[src/rtl/mem_port_arbiter_if.sv]
// Handshake and bus signals shared between fetch, execute, memory and the port arbiter.
interface mem_port_arbiter_if;
  logic        fetch_valid_in;
  logic [31:0] fetch_addr_in;
  logic        fetch_ready_out;
  logic        fetch_rvalid_out;
  logic [31:0] fetch_rdata_out;
  logic        data_valid_in;
  logic        data_write_in;
  logic [31:0] data_addr_in;
  logic [31:0] data_wdata_in;
  logic [7:0]  data_mask_in;
  logic        data_ready_out;
  logic        data_rvalid_out;
  logic [31:0] data_rdata_out;
  logic        mem_valid_out;
  logic        mem_write_out;
  logic [31:0] mem_addr_out;
  logic [31:0] mem_wdata_out;
  logic [7:0]  mem_mask_out;
  logic        mem_ready_in;
  logic        mem_rvalid_in;
  logic [31:0] mem_rdata_in;
  logic        err_spurious_out;

  modport slave (
    input  fetch_valid_in, fetch_addr_in,
    output fetch_ready_out, fetch_rvalid_out, fetch_rdata_out,
    input  data_valid_in, data_write_in, data_addr_in, data_wdata_in, data_mask_in,
    output data_ready_out, data_rvalid_out, data_rdata_out,
    output mem_valid_out, mem_write_out, mem_addr_out, mem_wdata_out, mem_mask_out,
    input  mem_ready_in, mem_rvalid_in, mem_rdata_in,
    output err_spurious_out
  );

  modport master (
    output fetch_valid_in, fetch_addr_in,
    input  fetch_ready_out, fetch_rvalid_out, fetch_rdata_out,
    output data_valid_in, data_write_in, data_addr_in, data_wdata_in, data_mask_in,
    input  data_ready_out, data_rvalid_out, data_rdata_out,
    input  mem_valid_out, mem_write_out, mem_addr_out, mem_wdata_out, mem_mask_out,
    output mem_ready_in, mem_rvalid_in, mem_rdata_in,
    input  err_spurious_out
  );
endinterface

[src/rtl/mem_port_arbiter.sv]
// Shares one memory port between fetch reads and data loads/stores; fixed data priority
// with a fetch starvation guard, and an in-order tag FIFO routing read responses back.
module mem_port_arbiter #(
    parameter int unsigned MAX_OUTSTANDING = 4,
    parameter int unsigned STARVE_LIMIT    = 3
) (
    input logic                clk,
    input logic                reset,
    mem_port_arbiter_if.slave  bus
);

    typedef enum logic {REQ_FETCH = 1'b0, REQ_DATA = 1'b1} req_id_e;

    localparam int unsigned PW = (MAX_OUTSTANDING > 1) ? $clog2(MAX_OUTSTANDING) : 1;
    localparam int unsigned CW = $clog2(MAX_OUTSTANDING + 1);
    localparam int unsigned SW = $clog2(STARVE_LIMIT + 1);
    localparam logic [CW-1:0] MAX_CNT  = CW'(MAX_OUTSTANDING);
    localparam logic [PW-1:0] PTR_LAST = PW'(MAX_OUTSTANDING - 1);
    localparam logic [SW-1:0] STARVE_MAX = SW'(STARVE_LIMIT);

    req_id_e       tag_q [MAX_OUTSTANDING];
    logic [PW-1:0] wr_ptr_q, wr_ptr_d, rd_ptr_q, rd_ptr_d;
    logic [CW-1:0] count_q, count_d;
    logic [SW-1:0] starve_q, starve_d;
    logic          err_q, err_d;

    logic    fetch_wins, data_wins, is_read, issue_ok;
    logic    fetch_acc, data_acc, push, pop;
    req_id_e push_id, head_id;

    always_ff @(posedge clk) begin
        if (reset) begin
            wr_ptr_q <= '0;
            rd_ptr_q <= '0;
            count_q  <= '0;
            starve_q <= '0;
            err_q    <= 1'b0;
        end else begin
            wr_ptr_q <= wr_ptr_d;
            rd_ptr_q <= rd_ptr_d;
            count_q  <= count_d;
            starve_q <= starve_d;
            err_q    <= err_d;
        end
    end

    always_ff @(posedge clk) begin
        if (push) tag_q[wr_ptr_q] <= push_id;
    end

    always_comb begin
        fetch_wins = 1'b0;
        data_wins  = 1'b0;
        is_read    = 1'b0;
        issue_ok   = 1'b0;
        fetch_acc  = 1'b0;
        data_acc   = 1'b0;
        push       = 1'b0;
        pop        = 1'b0;
        push_id    = REQ_FETCH;
        head_id    = tag_q[rd_ptr_q];
        wr_ptr_d   = wr_ptr_q;
        rd_ptr_d   = rd_ptr_q;
        count_d    = count_q;
        starve_d   = starve_q;
        err_d      = err_q;

        bus.mem_valid_out    = 1'b0;
        bus.mem_write_out    = 1'b0;
        bus.mem_addr_out     = bus.data_addr_in;
        bus.mem_wdata_out    = '0;
        bus.mem_mask_out     = '0;
        bus.fetch_ready_out  = 1'b0;
        bus.data_ready_out   = 1'b0;
        bus.fetch_rvalid_out = 1'b0;
        bus.data_rvalid_out  = 1'b0;
        bus.fetch_rdata_out  = bus.mem_rdata_in;
        bus.data_rdata_out   = bus.mem_rdata_in;
        bus.err_spurious_out = err_q;

        if (!reset) begin
            fetch_wins = bus.fetch_valid_in && (!bus.data_valid_in || starve_q >= STARVE_MAX);
            data_wins  = bus.data_valid_in && !fetch_wins;
            is_read    = fetch_wins || !bus.data_write_in;
            // Slot check uses the registered count only: a same-cycle pop frees nothing yet.
            issue_ok   = !is_read || (count_q < MAX_CNT);
            fetch_acc  = fetch_wins && bus.mem_ready_in && issue_ok;
            data_acc   = data_wins && bus.mem_ready_in && issue_ok;

            bus.mem_valid_out   = fetch_wins || data_wins;
            bus.fetch_ready_out = fetch_acc;
            bus.data_ready_out  = data_acc;
            if (fetch_wins) begin
                bus.mem_addr_out = bus.fetch_addr_in;
            end else begin
                bus.mem_write_out = bus.data_write_in;
                bus.mem_wdata_out = bus.data_wdata_in;
                bus.mem_mask_out  = bus.data_mask_in;
            end

            push    = (fetch_acc || data_acc) && is_read;
            push_id = fetch_acc ? REQ_FETCH : REQ_DATA;
            pop     = bus.mem_rvalid_in && (count_q != '0);
            bus.fetch_rvalid_out = pop && (head_id == REQ_FETCH);
            bus.data_rvalid_out  = pop && (head_id == REQ_DATA);
            if (bus.mem_rvalid_in && count_q == '0) err_d = 1'b1;

            if (push) wr_ptr_d = (wr_ptr_q == PTR_LAST) ? '0 : wr_ptr_q + 1'b1;
            if (pop)  rd_ptr_d = (rd_ptr_q == PTR_LAST) ? '0 : rd_ptr_q + 1'b1;
            if (push && !pop)      count_d = count_q + 1'b1;
            else if (pop && !push) count_d = count_q - 1'b1;

            if (!bus.fetch_valid_in || fetch_acc) starve_d = '0;
            else if (starve_q < STARVE_MAX)      starve_d = starve_q + 1'b1;
        end
    end

endmodule
[src/flat_wrapper.sv]
// flat-port wrapper written by rule: the top's interface ports become plain ports
module mem_port_arbiter_flat 
#(
    parameter int unsigned MAX_OUTSTANDING = 4,
    parameter int unsigned STARVE_LIMIT    = 3
)
  (clk, reset, bus_fetch_valid_in, bus_fetch_addr_in, bus_fetch_ready_out, bus_fetch_rvalid_out, bus_fetch_rdata_out, bus_data_valid_in, bus_data_write_in, bus_data_addr_in, bus_data_wdata_in, bus_data_mask_in, bus_data_ready_out, bus_data_rvalid_out, bus_data_rdata_out, bus_mem_valid_out, bus_mem_write_out, bus_mem_addr_out, bus_mem_wdata_out, bus_mem_mask_out, bus_mem_ready_in, bus_mem_rvalid_in, bus_mem_rdata_in, bus_err_spurious_out);
  mem_port_arbiter_if bus_i ();
  input logic clk;
  input logic reset;
  input wire logic [$bits(bus_i.fetch_valid_in)-1:0] bus_fetch_valid_in;
  input wire logic [$bits(bus_i.fetch_addr_in)-1:0] bus_fetch_addr_in;
  output wire logic [$bits(bus_i.fetch_ready_out)-1:0] bus_fetch_ready_out;
  output wire logic [$bits(bus_i.fetch_rvalid_out)-1:0] bus_fetch_rvalid_out;
  output wire logic [$bits(bus_i.fetch_rdata_out)-1:0] bus_fetch_rdata_out;
  input wire logic [$bits(bus_i.data_valid_in)-1:0] bus_data_valid_in;
  input wire logic [$bits(bus_i.data_write_in)-1:0] bus_data_write_in;
  input wire logic [$bits(bus_i.data_addr_in)-1:0] bus_data_addr_in;
  input wire logic [$bits(bus_i.data_wdata_in)-1:0] bus_data_wdata_in;
  input wire logic [$bits(bus_i.data_mask_in)-1:0] bus_data_mask_in;
  output wire logic [$bits(bus_i.data_ready_out)-1:0] bus_data_ready_out;
  output wire logic [$bits(bus_i.data_rvalid_out)-1:0] bus_data_rvalid_out;
  output wire logic [$bits(bus_i.data_rdata_out)-1:0] bus_data_rdata_out;
  output wire logic [$bits(bus_i.mem_valid_out)-1:0] bus_mem_valid_out;
  output wire logic [$bits(bus_i.mem_write_out)-1:0] bus_mem_write_out;
  output wire logic [$bits(bus_i.mem_addr_out)-1:0] bus_mem_addr_out;
  output wire logic [$bits(bus_i.mem_wdata_out)-1:0] bus_mem_wdata_out;
  output wire logic [$bits(bus_i.mem_mask_out)-1:0] bus_mem_mask_out;
  input wire logic [$bits(bus_i.mem_ready_in)-1:0] bus_mem_ready_in;
  input wire logic [$bits(bus_i.mem_rvalid_in)-1:0] bus_mem_rvalid_in;
  input wire logic [$bits(bus_i.mem_rdata_in)-1:0] bus_mem_rdata_in;
  output wire logic [$bits(bus_i.err_spurious_out)-1:0] bus_err_spurious_out;
  assign bus_i.fetch_valid_in = bus_fetch_valid_in;
  assign bus_i.fetch_addr_in = bus_fetch_addr_in;
  assign bus_fetch_ready_out = bus_i.fetch_ready_out;
  assign bus_fetch_rvalid_out = bus_i.fetch_rvalid_out;
  assign bus_fetch_rdata_out = bus_i.fetch_rdata_out;
  assign bus_i.data_valid_in = bus_data_valid_in;
  assign bus_i.data_write_in = bus_data_write_in;
  assign bus_i.data_addr_in = bus_data_addr_in;
  assign bus_i.data_wdata_in = bus_data_wdata_in;
  assign bus_i.data_mask_in = bus_data_mask_in;
  assign bus_data_ready_out = bus_i.data_ready_out;
  assign bus_data_rvalid_out = bus_i.data_rvalid_out;
  assign bus_data_rdata_out = bus_i.data_rdata_out;
  assign bus_mem_valid_out = bus_i.mem_valid_out;
  assign bus_mem_write_out = bus_i.mem_write_out;
  assign bus_mem_addr_out = bus_i.mem_addr_out;
  assign bus_mem_wdata_out = bus_i.mem_wdata_out;
  assign bus_mem_mask_out = bus_i.mem_mask_out;
  assign bus_i.mem_ready_in = bus_mem_ready_in;
  assign bus_i.mem_rvalid_in = bus_mem_rvalid_in;
  assign bus_i.mem_rdata_in = bus_mem_rdata_in;
  assign bus_err_spurious_out = bus_i.err_spurious_out;
  mem_port_arbiter #(.MAX_OUTSTANDING(MAX_OUTSTANDING), .STARVE_LIMIT(STARVE_LIMIT)) u_core (.clk(clk), .reset(reset), .bus(bus_i));
endmodule
[config.mk]
export PLATFORM = sky130hd
export DESIGN_NAME = mem_port_arbiter_flat
export DESIGN_NICKNAME = d
export VERILOG_FILES = /design/src/rtl/mem_port_arbiter_if.sv /design/src/rtl/mem_port_arbiter.sv /design/src/flat_wrapper.sv
export SDC_FILE = /design/constraint.sdc
export NUM_CORES = 1
export LEC_CHECK = 0
export CORE_AREA = 2 2 111 113
export DETAILED_ROUTE_END_ITERATION = 7
export DIE_AREA = 0 0 113 115
export PLACE_DENSITY = 0.65
export SYNTH_ARGS = -nofsm -noshare
export SYNTH_HDL_FRONTEND = slang
export SYNTH_SLANG_ARGS = --single-unit
[constraint.sdc]
create_clock -name clk -period 3.6 [get_ports clk]
set_clock_uncertainty 0.2 [all_clocks]
set_input_delay 0.72 -clock clk [delete_from_list [all_inputs] [get_ports clk]]
set_output_delay 0.72 -clock clk [all_outputs]
set_load 0.01 [all_outputs]
==> flow_summary.ini <==
[run_status]
status = finished with violations
failed_checks = DRC

[synthesis]
ys_seq_area_share_pct = 17.84
synth_cell_types = 32
syn_nets = 377
synth_warnings = 0
synthCells = 226
yosys-top-cells-area = buf_4, mux2_1, and2_1
ys_ff_latch = 16
yosys.area.top_type = buf_4
synth_top_area_share_pct = 24.91
netlist_area_um2 = 2019
syn_area_per_cell_um2 = 8.936

[die]
die_w_um = 113
ios = 286
core_area_um2 = 11810
die_h_um = 115
initial_core_util_pct = 17.10
dieArea_um2 = 13000
rows = 40

[timing]
max_freq_mhz = 288.2
rsz0062_at_grt = false
fin_setup_tns_ns = 0
post-route-period-util_pct = 96.38
fin_ws_ns = 0.1303
setup_violations = 0
max_slew_margin_pct = 75.27
tightest_slew_ns = 0.3710
hold_viol = 0
min_period_ns = 3.470
slew_viol_final = 0
hold_ws_ns = 0.2785

[critical_path]
worstSetupStartpointType = input pin
crit_arrival_ns = 2.55
reg2reg_from = u_core.starve_q[0]
cp_data_required_time_ns = 2.68
ff2ff_path_depth = 11
worstSetupEndpointType = primary output
critical_path.reg2reg.endpoint = u_core.count_q[2]
reg2reg_slack_ns = 0.91
criticalPathCategory = input pin to primary output
critPathMaxFanout = 16

[power]
max-vdd-ir-drop_v = 0.0002529
p_leak_nw = 1.400
power_density_nw_per_um2 = 265.5

[detailed_routing]
vias = 1919
post_drt_via_cell_ratio = 3.846
dr.first_iter.drc_count = 60
drtPass1Iterations = 8
wirelength_um = 7102
postRouteAntennaNets = 0
avgRoutedWirePerCell_um = 14.23
drc = 38

[final_layout]
syn2layout_area_growth_pct = 84.88
drive_gt1_share_pct = 5.698
n_fill_cell = 1245
final_nets = 503
utilization_pct = 31.61
layout.cells.non_filler = 499

[worst_hold_path]
min_to = u_core.bus.err_spurious_out
hold_class = flop to flop
hold_depth = 2
hold_start = u_core.bus.err_spurious_out

[placed_design]
io_buffers = 189
dp_hpwl_um = 5953
dp_slack_ns = 0.05849
routabilityCongestion = 0.8088
dp.cells = 493

[clocking]
root_buffer = clkbuf_16
cts_sinks = 16
postCtsSetupBuffers = 0
cts_tree = built
clk-insertion-delay-late_ns = 0.24
ctsLongestPathBuffers = 2
htreeDepth = 1
cts_buffers = 3
clk_pin_slew_worst_paths_ns = 0.05
postCtsHoldBufs = 0

[global_route]
grtUsageTotal_pct = 9.660
antenna_found_initial = 0
grt_max_degree = 43
grt_pass1_wl_um = 10140
grt_pass1_vias = 1924
grt_overflow_total = 0

[run]
maxCapViolations = 0
## metal layers
metal	up-vias	track usage, %	routed length (um)
met5	-	0	0
met4	0	2.033	108
met3	14	3.532	887
met2	128	16.89	3339
met1	849	11.41	2766
li1	928	-	-
## through the flow
stage,power [mW],instance area (um^2)
global placement,0.7681,3617
global route,1.056,3731
finish,0.9911,3734
CTS,0.9970,3696
floorplan,0.5681,2019
detailed placement,0.7780,3617
## worst max-delay path, cell delays in order
cell	delay [ns]
clkdlybuf4s50_1	0.42
and2b_4	0.20
nor2_4	0.16
clkbuf_16	0.22
mux2_1	0.34
clkdlybuf4s50_1	0.48
## cells in the mapped netlist, drive strengths merged
library cell and n:
o31ai 1, nor3 5, nor3b 5, dfxtp 12
nor2 11, clkbuf 5, inv 5, and2 41
nor2b 1, and2b 3, mux4 1, or3b 1
o21ai 2, or3 2, a21oi 6, o2111a 1
xor2 2, nand2b 4, buf 68, nand3 2
mux2i 3, edfxtp 4, mux2 33, ha 7
fa 1
## cell type report
| cell class | count | area (um^2) | area share (%) |
|---|---|---|---|
| Sequential cell | 16 | 360.3 | 9.651 |
| Antenna cell | 1 | 2.502 | 0.06702 |
| Multi-Input combinational cell | 132 | 1115 | 29.86 |
| Clock inverter | 1 | 3.754 | 0.1005 |
| Inverter | 5 | 18.77 | 0.5027 |
| Timing Repair Buffer | 194 | 1974 | 52.88 |
| Clock buffer | 3 | 75.07 | 2.011 |
| Tap cell | 147 | 183.9 | 4.926 |
## power by group
part	switching, mW	internal [mW]
clock	0.0677	0.147
sequential	0.0413	0.220
combinational	0.190	0.325
total	0.299	0.692
## worst max path at each step
stage                        from  cells past startpoint              endpoint  slack (ns)
6_report        bus_data_valid_in                      6   bus_mem_addr_out[5]        0.13
3_3_place_gp   bus_fetch_valid_in                      6  bus_mem_addr_out[21]        0.09
4_1_cts        bus_fetch_valid_in                      6  bus_mem_addr_out[21]        0.05
3_5_place_dp   bus_fetch_valid_in                      6   bus_mem_addr_out[2]        0.06
5_1_grt         bus_data_valid_in                      6   bus_mem_addr_out[2]        0.03
2_1_floorplan   bus_data_valid_in                     10     u_core.count_q[2]        0.95
## repair_timing
action | in CTS | in global routing
gates resized for setup | 0 | 2
endpoints found under the setup margin | 0 | 12
endpoints found under the hold margin | 0 | 0
## kinds of logic (layout without fill, tap and decap cells)
group           Yosys count  count (layout)  synth area share, %
simple gates             75              75                23.30
xor+xnor                  2               2               0.8676
compound gates           10              10                4.151
fa+ha+maj                 8               8                5.328
mux                      37              37                21.19
flops                    16              16                17.84
other cells               0               1                    0
buf+inv                  78             203                27.32
## layout by cell type, fill, tap and decap left out
cell	synthesis	layout
mux2_4	1	1
or3b_1	1	1
nor3_1	5	5
o31ai_4	1	1
nor2b_4	1	1
nand3_1	2	2
clkbuf_16	0	4
or3_1	2	2
dfxtp_1	12	12
nor2_4	2	2
and2b_1	2	2
edfxtp_1	4	4
and2_1	41	41
mux2i_1	3	3
mux2_2	2	2
inv_1	4	4
nor3b_1	5	5
o2111a_1	1	1
inv_2	1	1
clkdlybuf4s50_1	0	188
and2b_4	1	1
buf_12	0	2
o21ai_0	1	1
buf_4	67	2
nand2b_4	0	1
fa_1	1	1
xor2_1	2	2
clkinv_1	0	1
a21oi_1	6	6
ha_1	7	7
dlymetal6s2s_1	0	1
o21ai_4	1	1
nand2b_1	4	3
nor2_1	9	9
mux4_2	1	1
mux2_1	30	30
diode_2	0	1
(Power assumes the default switching activity.)
